File: src/rtl/ryu_anim_controller.sv
// ryu_anim_controller: vsync-paced fighter sprite animation sequencer (idle/walk/punch/kick) with ROM base address.
// Optional RYU_ANIM_PAUSE_EN adds a pause input that discards vsync ticks.
module ryu_anim_controller #(
  parameter int HOLD_FRAMES     = 6,
  parameter int IDLE_FRAMES     = 4,
  parameter int WALK_FRAMES     = 5,
  parameter int PUNCH_FRAMES    = 3,
  parameter int KICK_FRAMES     = 5,
  parameter int PUNCH_HIT_FRAME = 1,
  parameter int KICK_HIT_FRAME  = 2,
  parameter int FRAME_WORDS     = 5310,
  parameter int ADDR_W          = 17
) (
  input  logic              vga_clk,
  input  logic              reset,
  input  logic              vsync,
`ifdef RYU_ANIM_PAUSE_EN
  input  logic              pause,
`endif
  input  logic              punch,
  input  logic              kick,
  input  logic              left,
  input  logic              right,
  output logic [1:0]        state,
  output logic [2:0]        frame_idx,
  output logic [ADDR_W-1:0] rom_base,
  output logic              facing_left,
  output logic              hit_active,
  output logic              busy,
  output logic              anim_done
);
  localparam logic [1:0] S_IDLE  = 2'd0;
  localparam logic [1:0] S_WALK  = 2'd1;
  localparam logic [1:0] S_PUNCH = 2'd2;
  localparam logic [1:0] S_KICK  = 2'd3;
  localparam int HW = HOLD_FRAMES > 1 ? $clog2(HOLD_FRAMES) : 1;
  localparam logic [2:0] IDLE_LAST  = 3'(IDLE_FRAMES - 1);
  localparam logic [2:0] WALK_LAST  = 3'(WALK_FRAMES - 1);
  localparam logic [2:0] PUNCH_LAST = 3'(PUNCH_FRAMES - 1);
  localparam logic [2:0] KICK_LAST  = 3'(KICK_FRAMES - 1);
  localparam logic [2:0] PUNCH_HIT  = 3'(PUNCH_HIT_FRAME);
  localparam logic [2:0] KICK_HIT   = 3'(KICK_HIT_FRAME);
  localparam logic [ADDR_W-1:0] BASE_WALK  = ADDR_W'(IDLE_FRAMES);
  localparam logic [ADDR_W-1:0] BASE_PUNCH = ADDR_W'(IDLE_FRAMES + WALK_FRAMES);
  localparam logic [ADDR_W-1:0] BASE_KICK  = ADDR_W'(IDLE_FRAMES + WALK_FRAMES + PUNCH_FRAMES);

  logic              vsync_q;
  logic              tick;
  logic              walk_req;
  logic              hold_end;
  logic              at_last;
  logic [HW-1:0]     hold_cnt;
  logic [HW-1:0]     hold_nx;
  logic [1:0]        state_nx;
  logic [2:0]        frame_nx;
  logic [2:0]        last;
  logic              face_nx;
  logic              done_nx;
  logic [ADDR_W-1:0] seq_base;

  // vsync_q tracks vsync even while paused so a release mid-pulse cannot fake an edge
`ifdef RYU_ANIM_PAUSE_EN
  assign tick = vsync & ~vsync_q & ~pause;
`else
  assign tick = vsync & ~vsync_q;
`endif
  assign walk_req   = left ^ right;
  assign busy       = state[1];
  assign hit_active = (state == S_PUNCH && frame_idx == PUNCH_HIT) || (state == S_KICK && frame_idx == KICK_HIT);
  assign hold_end   = hold_cnt == HW'(HOLD_FRAMES - 1);
  assign last       = state == S_IDLE ? IDLE_LAST : state == S_WALK ? WALK_LAST : state == S_PUNCH ? PUNCH_LAST : KICK_LAST;
  assign at_last    = frame_idx == last;
  assign seq_base   = state == S_IDLE ? '0 : state == S_WALK ? BASE_WALK : state == S_PUNCH ? BASE_PUNCH : BASE_KICK;

  always_comb begin
    state_nx = state;
    frame_nx = frame_idx;
    hold_nx  = hold_cnt;
    face_nx  = facing_left;
    done_nx  = 1'b0;
    if (tick) begin
      hold_nx = hold_end ? '0 : hold_cnt + 1'b1;
      if (hold_end)
        frame_nx = at_last ? 3'd0 : frame_idx + 3'd1;
      if (busy) begin
        if (hold_end && at_last) begin
          state_nx = S_IDLE;
          done_nx  = 1'b1;
        end
      end else begin
        face_nx = (left & ~right) ? 1'b1 : (right & ~left) ? 1'b0 : facing_left;
        // a request that differs from the current loop restarts the sequence at frame 0
        if (punch | kick | (walk_req != (state == S_WALK))) begin
          state_nx = punch ? S_PUNCH : kick ? S_KICK : walk_req ? S_WALK : S_IDLE;
          frame_nx = 3'd0;
          hold_nx  = '0;
        end
      end
    end
  end

  always_ff @(posedge vga_clk) begin
    if (reset) begin
      vsync_q     <= 1'b0;
      state       <= S_IDLE;
      frame_idx   <= 3'd0;
      hold_cnt    <= '0;
      facing_left <= 1'b0;
      anim_done   <= 1'b0;
      rom_base    <= '0;
    end else begin
      vsync_q     <= vsync;
      state       <= state_nx;
      frame_idx   <= frame_nx;
      hold_cnt    <= hold_nx;
      facing_left <= face_nx;
      anim_done   <= done_nx;
      rom_base    <= (seq_base + ADDR_W'(frame_idx)) * ADDR_W'(FRAME_WORDS);
    end
  end
endmodule

File: config.mk
export PLATFORM = sky130hd
export DESIGN_NAME = ryu_anim_controller
export DESIGN_NICKNAME = d
export VERILOG_FILES = /design/src/rtl/ryu_anim_controller.sv
export SDC_FILE = /design/constraint.sdc
export NUM_CORES = 1
export LEC_CHECK = 0
export ABC_AREA = 1
export BUFFER_PORTS_ARGS = -buffer_cell sky130_fd_sc_hd__buf_2
export CORE_UTILIZATION = 50
export CTS_BUF_LIST = sky130_fd_sc_hd__clkbuf_8 sky130_fd_sc_hd__clkbuf_16
export CTS_CLUSTER_DIAMETER = 40
export DETAILED_ROUTE_END_ITERATION = 8
export PLACE_DENSITY = 0.73
export SYNTH_ARGS = -nofsm -noshare
export SYNTH_HDL_FRONTEND = slang
export SYNTH_SLANG_ARGS = --single-unit
File: constraint.sdc
create_clock -name vga_clk -period 8.7 [get_ports vga_clk]
set_clock_uncertainty 0.05 [all_clocks]
set_input_delay 0 -clock vga_clk [delete_from_list [all_inputs] [get_ports vga_clk]]
set_output_delay 0 -clock vga_clk [all_outputs]
set_load 0.05 [all_outputs]
* Yosys cells after proc, flatten, opt, wreduce, memory -nomap -nowiden
Cells that the tools add are included.
** Word-level totals
- Flip-flop bits (word level) :: 28
** Cells by class
- Equality and inequality tests :: 9
- Muxes and demuxes :: 22
- $add $sub $neg :: 3
- Multipliers :: 1
- Bitwise operators :: 11
- Reductions and logical operators :: 10
** Operators by type and width (number)
- $mux 3 :: 11
- $mul 5x12->16 const B :: 1
- $mux 2 :: 5
- $mux 4 :: 2
- $add 3x1->3 const B :: 2
- $reduce_and 3->1 :: 2
- $add 4x3->5 :: 1
- $not 1->1 :: 5
- $eq 2x2->1 const B :: 2
- $mux 1 :: 4
- $reduce_bool 2->1 :: 2
- $and 1x1->1 :: 3
- $eq 3x1->1 const B :: 1
- $eq 3x2->1 const B :: 1
- $eq 3x3->1 :: 1
- $eq 3x3->1 const B :: 1
- $logic_and 1x1->1 :: 3
- $reduce_or 3->1 :: 1
- $eq 2x1->1 const B :: 1
- $logic_not 2->1 :: 1
- $ne 2x1->1 const B :: 1
- $or 1x1->1 :: 2
- $logic_or 1x1->1 :: 1
- $ne 1x1->1 :: 1
- $xor 1x1->1 :: 1

* Logic depth before layout (Yosys ltp)
- Depth in word-level cells :: 9
- Gate-level depth with buffers :: 25
- Mapped depth without buffers :: 24

* Least setup slack after synthesis
No wires, ideal clock.
- Path type :: reg2reg
- From :: register state[1]
- To :: register rom_base[16]
- Stages on the path, launching flop included :: 24
- Slack :: 4296 ps
- Arrival :: 4239 ps
- Path buffers :: 1
- Clock period less this slack :: 4404 ps
- Data required time :: 8535 ps
- Cells stage by stage :: dfxtp_1 -> buf_6 -> inv_6 -> nor2_1 -> ha_1 -> ha_1 -> nand2_1 -> a21oi_4 -> inv_2 -> xor2_1 -> inv_1 -> ha_1 -> inv_1 -> fa_1 -> fa_1 -> inv_1 -> ha_1 -> nand2_2 -> nor2_2 -> nand2_1 -> nand3_2 -> nand2_1 -> a21oi_1 -> nor2_1
** Between the ends
- Cells in the longest elaborated chain, start to end :: 6
- Elaborated cells between the ends (all ways) :: 8
** Ends and longest elaborated chain
- start, declared :: RTL line 24 : output logic [1:0] state,
- start signal, assigned :: RTL line 113 : state <= state_nx;
- $eq 2x2->1 :: RTL line 73 : assign seq_base = state == S_IDLE ? '0 : state == S_WALK ? BASE_WALK : state == S_PUNCH ? BASE_PUNCH : BASE_KI ...
- $mux 3 :: RTL line 73
- $mux 4 :: RTL line 73
- $mux 4 (*) :: RTL line 73
- $add 4x3->5 (*) :: RTL line 118 : rom_base <= (seq_base + ADDR_W'(frame_idx)) * ADDR_W'(FRAME_WORDS);
- $mul 5x12->16 (*) :: RTL line 118
- end signal, assigned :: RTL line 118
- end, declared :: RTL line 26 : output logic [ADDR_W-1:0] rom_base,
Mark *: on every way between the ends. The rest lies on a longest branch, timed or not.
A chain may end at the register's enable or synchronous reset.

* Worst setup path in the final report
Same ends and word-level chain as after synthesis.

==> results.py <==
metrics = {
    "timing": {
        "period_minus_slack_ns": 4.51,
        "setup_viol": 0,
        "fmax_ghz": 0.222,
        "fin_crit_sh": 0.518,
        "rsz0062_at_grt": "no",
        "worst_slack_ns": 4.19,
        "slew_headroom": 0.630,
        "worst_pin_slew_ns": 0.553,
        "drv_slew": 0,
        "final.setup.tns_ns": 0,
        "hold_violations": 0,
    },
    "yosys": {
        "synth.area.mux_share": 0,
        "synthAdderAreaFrac": 0.273,
        "syn_inst": 337,
        "syn_nets": 390,
        "synth.distinct_cells": 29,
        "synth_compound_area_frac": 0.0672,
        "synth_warnings": 0,
        "postSynthAreaPerCell_sq_um": 7.07,
        "synth_seq_cells": 27,
        "ys_seq_area_frac": 0.227,
        "synth_xor_area_frac": 0.0215,
        "synth_top_family_by_area": "simple AND/OR/NAND/NOR gates",
        "yosys.area_share.simple": 0.282,
        "netlist_area_sq_um": 2380,
    },
    "layout": {
        "final_cells": 422,
        "nFillCells": 428,
        "mostFrequentLayoutCells": "nand2_1, inv_1, ha_1",
        "num-nets-final": 424,
        "syn2layout_area_growth_pct": 10.8,
        "diodes": 0,
        "layout_commonest_cell": "nand2_1",
        "final_area_sq_um": 2640,
        "drive_gt1_frac": 0.149,
    },
    "worst_setup_path": {
        "cp-startpoint": "state[1]$_SDFFE_PP0P_",
        "cp-endpoint": "rom_base[16]$_SDFF_PP0_",
        "r2r_end": "rom_base[16]$_SDFF_PP0_",
        "cp.arrival_ns": 4.64,
        "crit_type": "reg -> reg",
        "required_ns": 8.83,
        "worstRegToRegCells": 22,
        "crit_path_max_fanout": 9,
        "r2r_slack_ns": 4.19,
        "cp-start-kind": "flop",
        "endpoint_kind": "flop",
        "r2r_start": "state[1]$_SDFFE_PP0P_",
    },
    "cts": {
        "tritoncts": "built",
        "worst_skew_pair.late_latency_ns": 0.29,
        "clockBufferDepth": 2,
        "cts-root-buf": "clkbuf_8",
        "ctsHtreeMaxLevel": 1,
        "cts_buffers": 3,
        "cts_sinks": 27,
        "cts_resized": 0,
        "cts_hold_buf": 4,
        "postCtsSetupBuffers": 0,
        "path_clk_slew_ns": 0.10,
    },
    "floorplanning": {
        "start_util": 0.533,
        "fp-row-count": 24,
        "coreArea_sq_um": 4470,
        "fp.dieH_um": 71.0,
        "fp.dieArea_sq_um": 5050,
        "io_pins": 33,
        "dieWidth_um": 71.0,
    },
    "place": {
        "placed_cells": 414,
        "place_area_sq_um": 2550,
        "dp_hpwl_um": 4020,
        "io_buffers": 31,
        "dp_slack_ns": 4.21,
        "place.gp.congestion": 0.981,
    },
    "grt": {
        "grt_pass1_vias": 1954,
        "grt_pass1_wl_um": 8480,
        "grt_antenna_before_repair": 0,
        "grt_max_degree": 17,
        "track_usage": 0.212,
        "overflow": 0,
    },
    "routing": {
        "drc": 0,
        "wl_per_cell_um": 11.4,
        "vias": 2055,
        "viasPerCell": 4.87,
        "drtAntennaViolNets": 0,
        "first_pass_iters": 6,
        "drt_iter0_markers": 91,
        "postRouteWirelength_um": 4800,
    },
    "job": {
        "drv_cap": 0,
    },
    "power": {
        "p_leak_nw": 1.57,
        "ir_drop_v": 0.0000658,
        "power_w": 0.000334,
        "power_density_nw_per_um2": 126,
    },
    "worst_hold_path": {
        "hold_path_class": "in -> reg",
    },
    "outcome": {
        "status": "finished, final reports clean",
    },
}
==> state kept, by name (all words and copies together), names as in the netlist <==
register     flops
rom_base        16
frame_idx        3
hold_cnt         3
state            2
anim_done        1
facing_left      1
vsync_q          1
==> worst max-delay path, stage by stage, from the launching register on <==
cell and delay (ns):
dfxtp_1 0.63, inv_6 0.09, nor2_1 0.15, ha_1 0.19
ha_1 0.18, nand2_1 0.09, a21oi_4 0.19, inv_2 0.06
xor2_1 0.14, inv_1 0.08, ha_1 0.36, inv_1 0.08
fa_1 0.50, fa_1 0.53, inv_1 0.04, ha_1 0.39
nand2_2 0.07, nor2_2 0.12, nand2_1 0.07, nand3_2 0.09
nand2_1 0.09, a21oi_1 0.15, nor2_1 0.05
==> area by class of cell <==
type / count / area (sq um) / area share
flip-flops and latches: 27 / 541 / 0.205
clock buffers: 3 / 41.3 / 0.0156
repair buffers: 35 / 195 / 0.0739
well taps: 52 / 65.1 / 0.0246
inverters: 66 / 253 / 0.0957
multi-input cells: 238 / 1540 / 0.583
clock inverters: 1 / 7.51 / 0.00284
==> per-stage QoR <==
step / hold WS, ns / utilization
6_report: 0.110 / 0.590
5_1_grt: 0.135 / 0.590
4_1_cts: 0.107 / 0.590
3_5_place_dp: 0.185 / 0.570
3_3_place_gp: 0.177 / 0.570
2_1_floorplan: 0.0754 / -
==> worst min-delay path by stage <==
stage | end | from | slack (ns) | depth (start not counted)
floorplan | vsync_q$_SDFF_PP0_ | vsync | 0.08 | 2
global placement | vsync_q$_SDFF_PP0_ | vsync | 0.18 | 3
detailed placement | vsync_q$_SDFF_PP0_ | vsync | 0.19 | 3
CTS | facing_left$_SDFFE_PP0P_ | left | 0.11 | 4
global route | facing_left$_SDFFE_PP0P_ | left | 0.13 | 4
finish | facing_left$_SDFFE_PP0P_ | left | 0.11 | 4
==> cells by family (layout without fill, tap and decap cells) <==
| kind of cell | count (synthesis) | in the layout |
|---|---|---|
| buffers and inverters | 72 | 105 |
| AND/OR/NAND/NOR | 157 | 157 |
| XOR/XNOR | 5 | 5 |
| flip-flops | 27 | 27 |
| adder cells (fa/ha/maj) | 46 | 46 |
| other | 1 | 1 |
| AO/OA/AOI/OAI | 29 | 29 |
==> power breakdown <==
part | internal [W] | total, W | leakage, nW | switching [W]
sequential | 0.000132 | 0.000137 | 0.221 | 0.00000441
combinational | 0.0000359 | 0.000121 | 1.32 | 0.0000849
clock | 0.0000327 | 0.0000761 | 0.0217 | 0.0000434
total | 0.000201 | 0.000334 | 1.57 | 0.000133
==> per-layer routing <==
| metal | vias to the layer above | part of all wire | GRT usage | wire length (um) |
|---|---|---|---|---|
| li1 | 1102 | - | - | - |
| met1 | 899 | 0.44 | 0.253 | 2130 |
| met2 | 46 | 0.50 | 0.394 | 2400 |
| met3 | 8 | 0.040 | 0.0271 | 191 |
| met4 | 0 | 0.017 | 0.0644 | 80 |
| met5 | - | 0 | 0 | 0 |
==> cells in the mapped netlist <==
master	instances	share of area
o22ai_1	1	0.0026
xor2_2	1	0.0068
nor2_1	35	0.055
xor2_1	4	0.015
buf_6	2	0.0094
or2_2	1	0.0026
dlygate4sd1_1	1	0.0037
and3_2	1	0.0032
o21a_1	1	0.0032
nor3_1	4	0.0084
nand3_1	21	0.044
ha_1	36	0.19
nand3_2	3	0.013
nor2_4	1	0.0047
dfxtp_1	27	0.23
inv_6	1	0.0037
buf_4	2	0.0063
a21oi_4	1	0.0068
inv_2	4	0.0063
nand2_1	83	0.13
nor2_2	3	0.0079
fa_1	10	0.084
and2_1	1	0.0026
a21oi_1	18	0.038
buf_2	1	0.0021
o21ai_0	8	0.017
nand2_2	4	0.010
inv_1	61	0.096
conb_1	1	0.0016
Power figures use the tool's default switching activity.
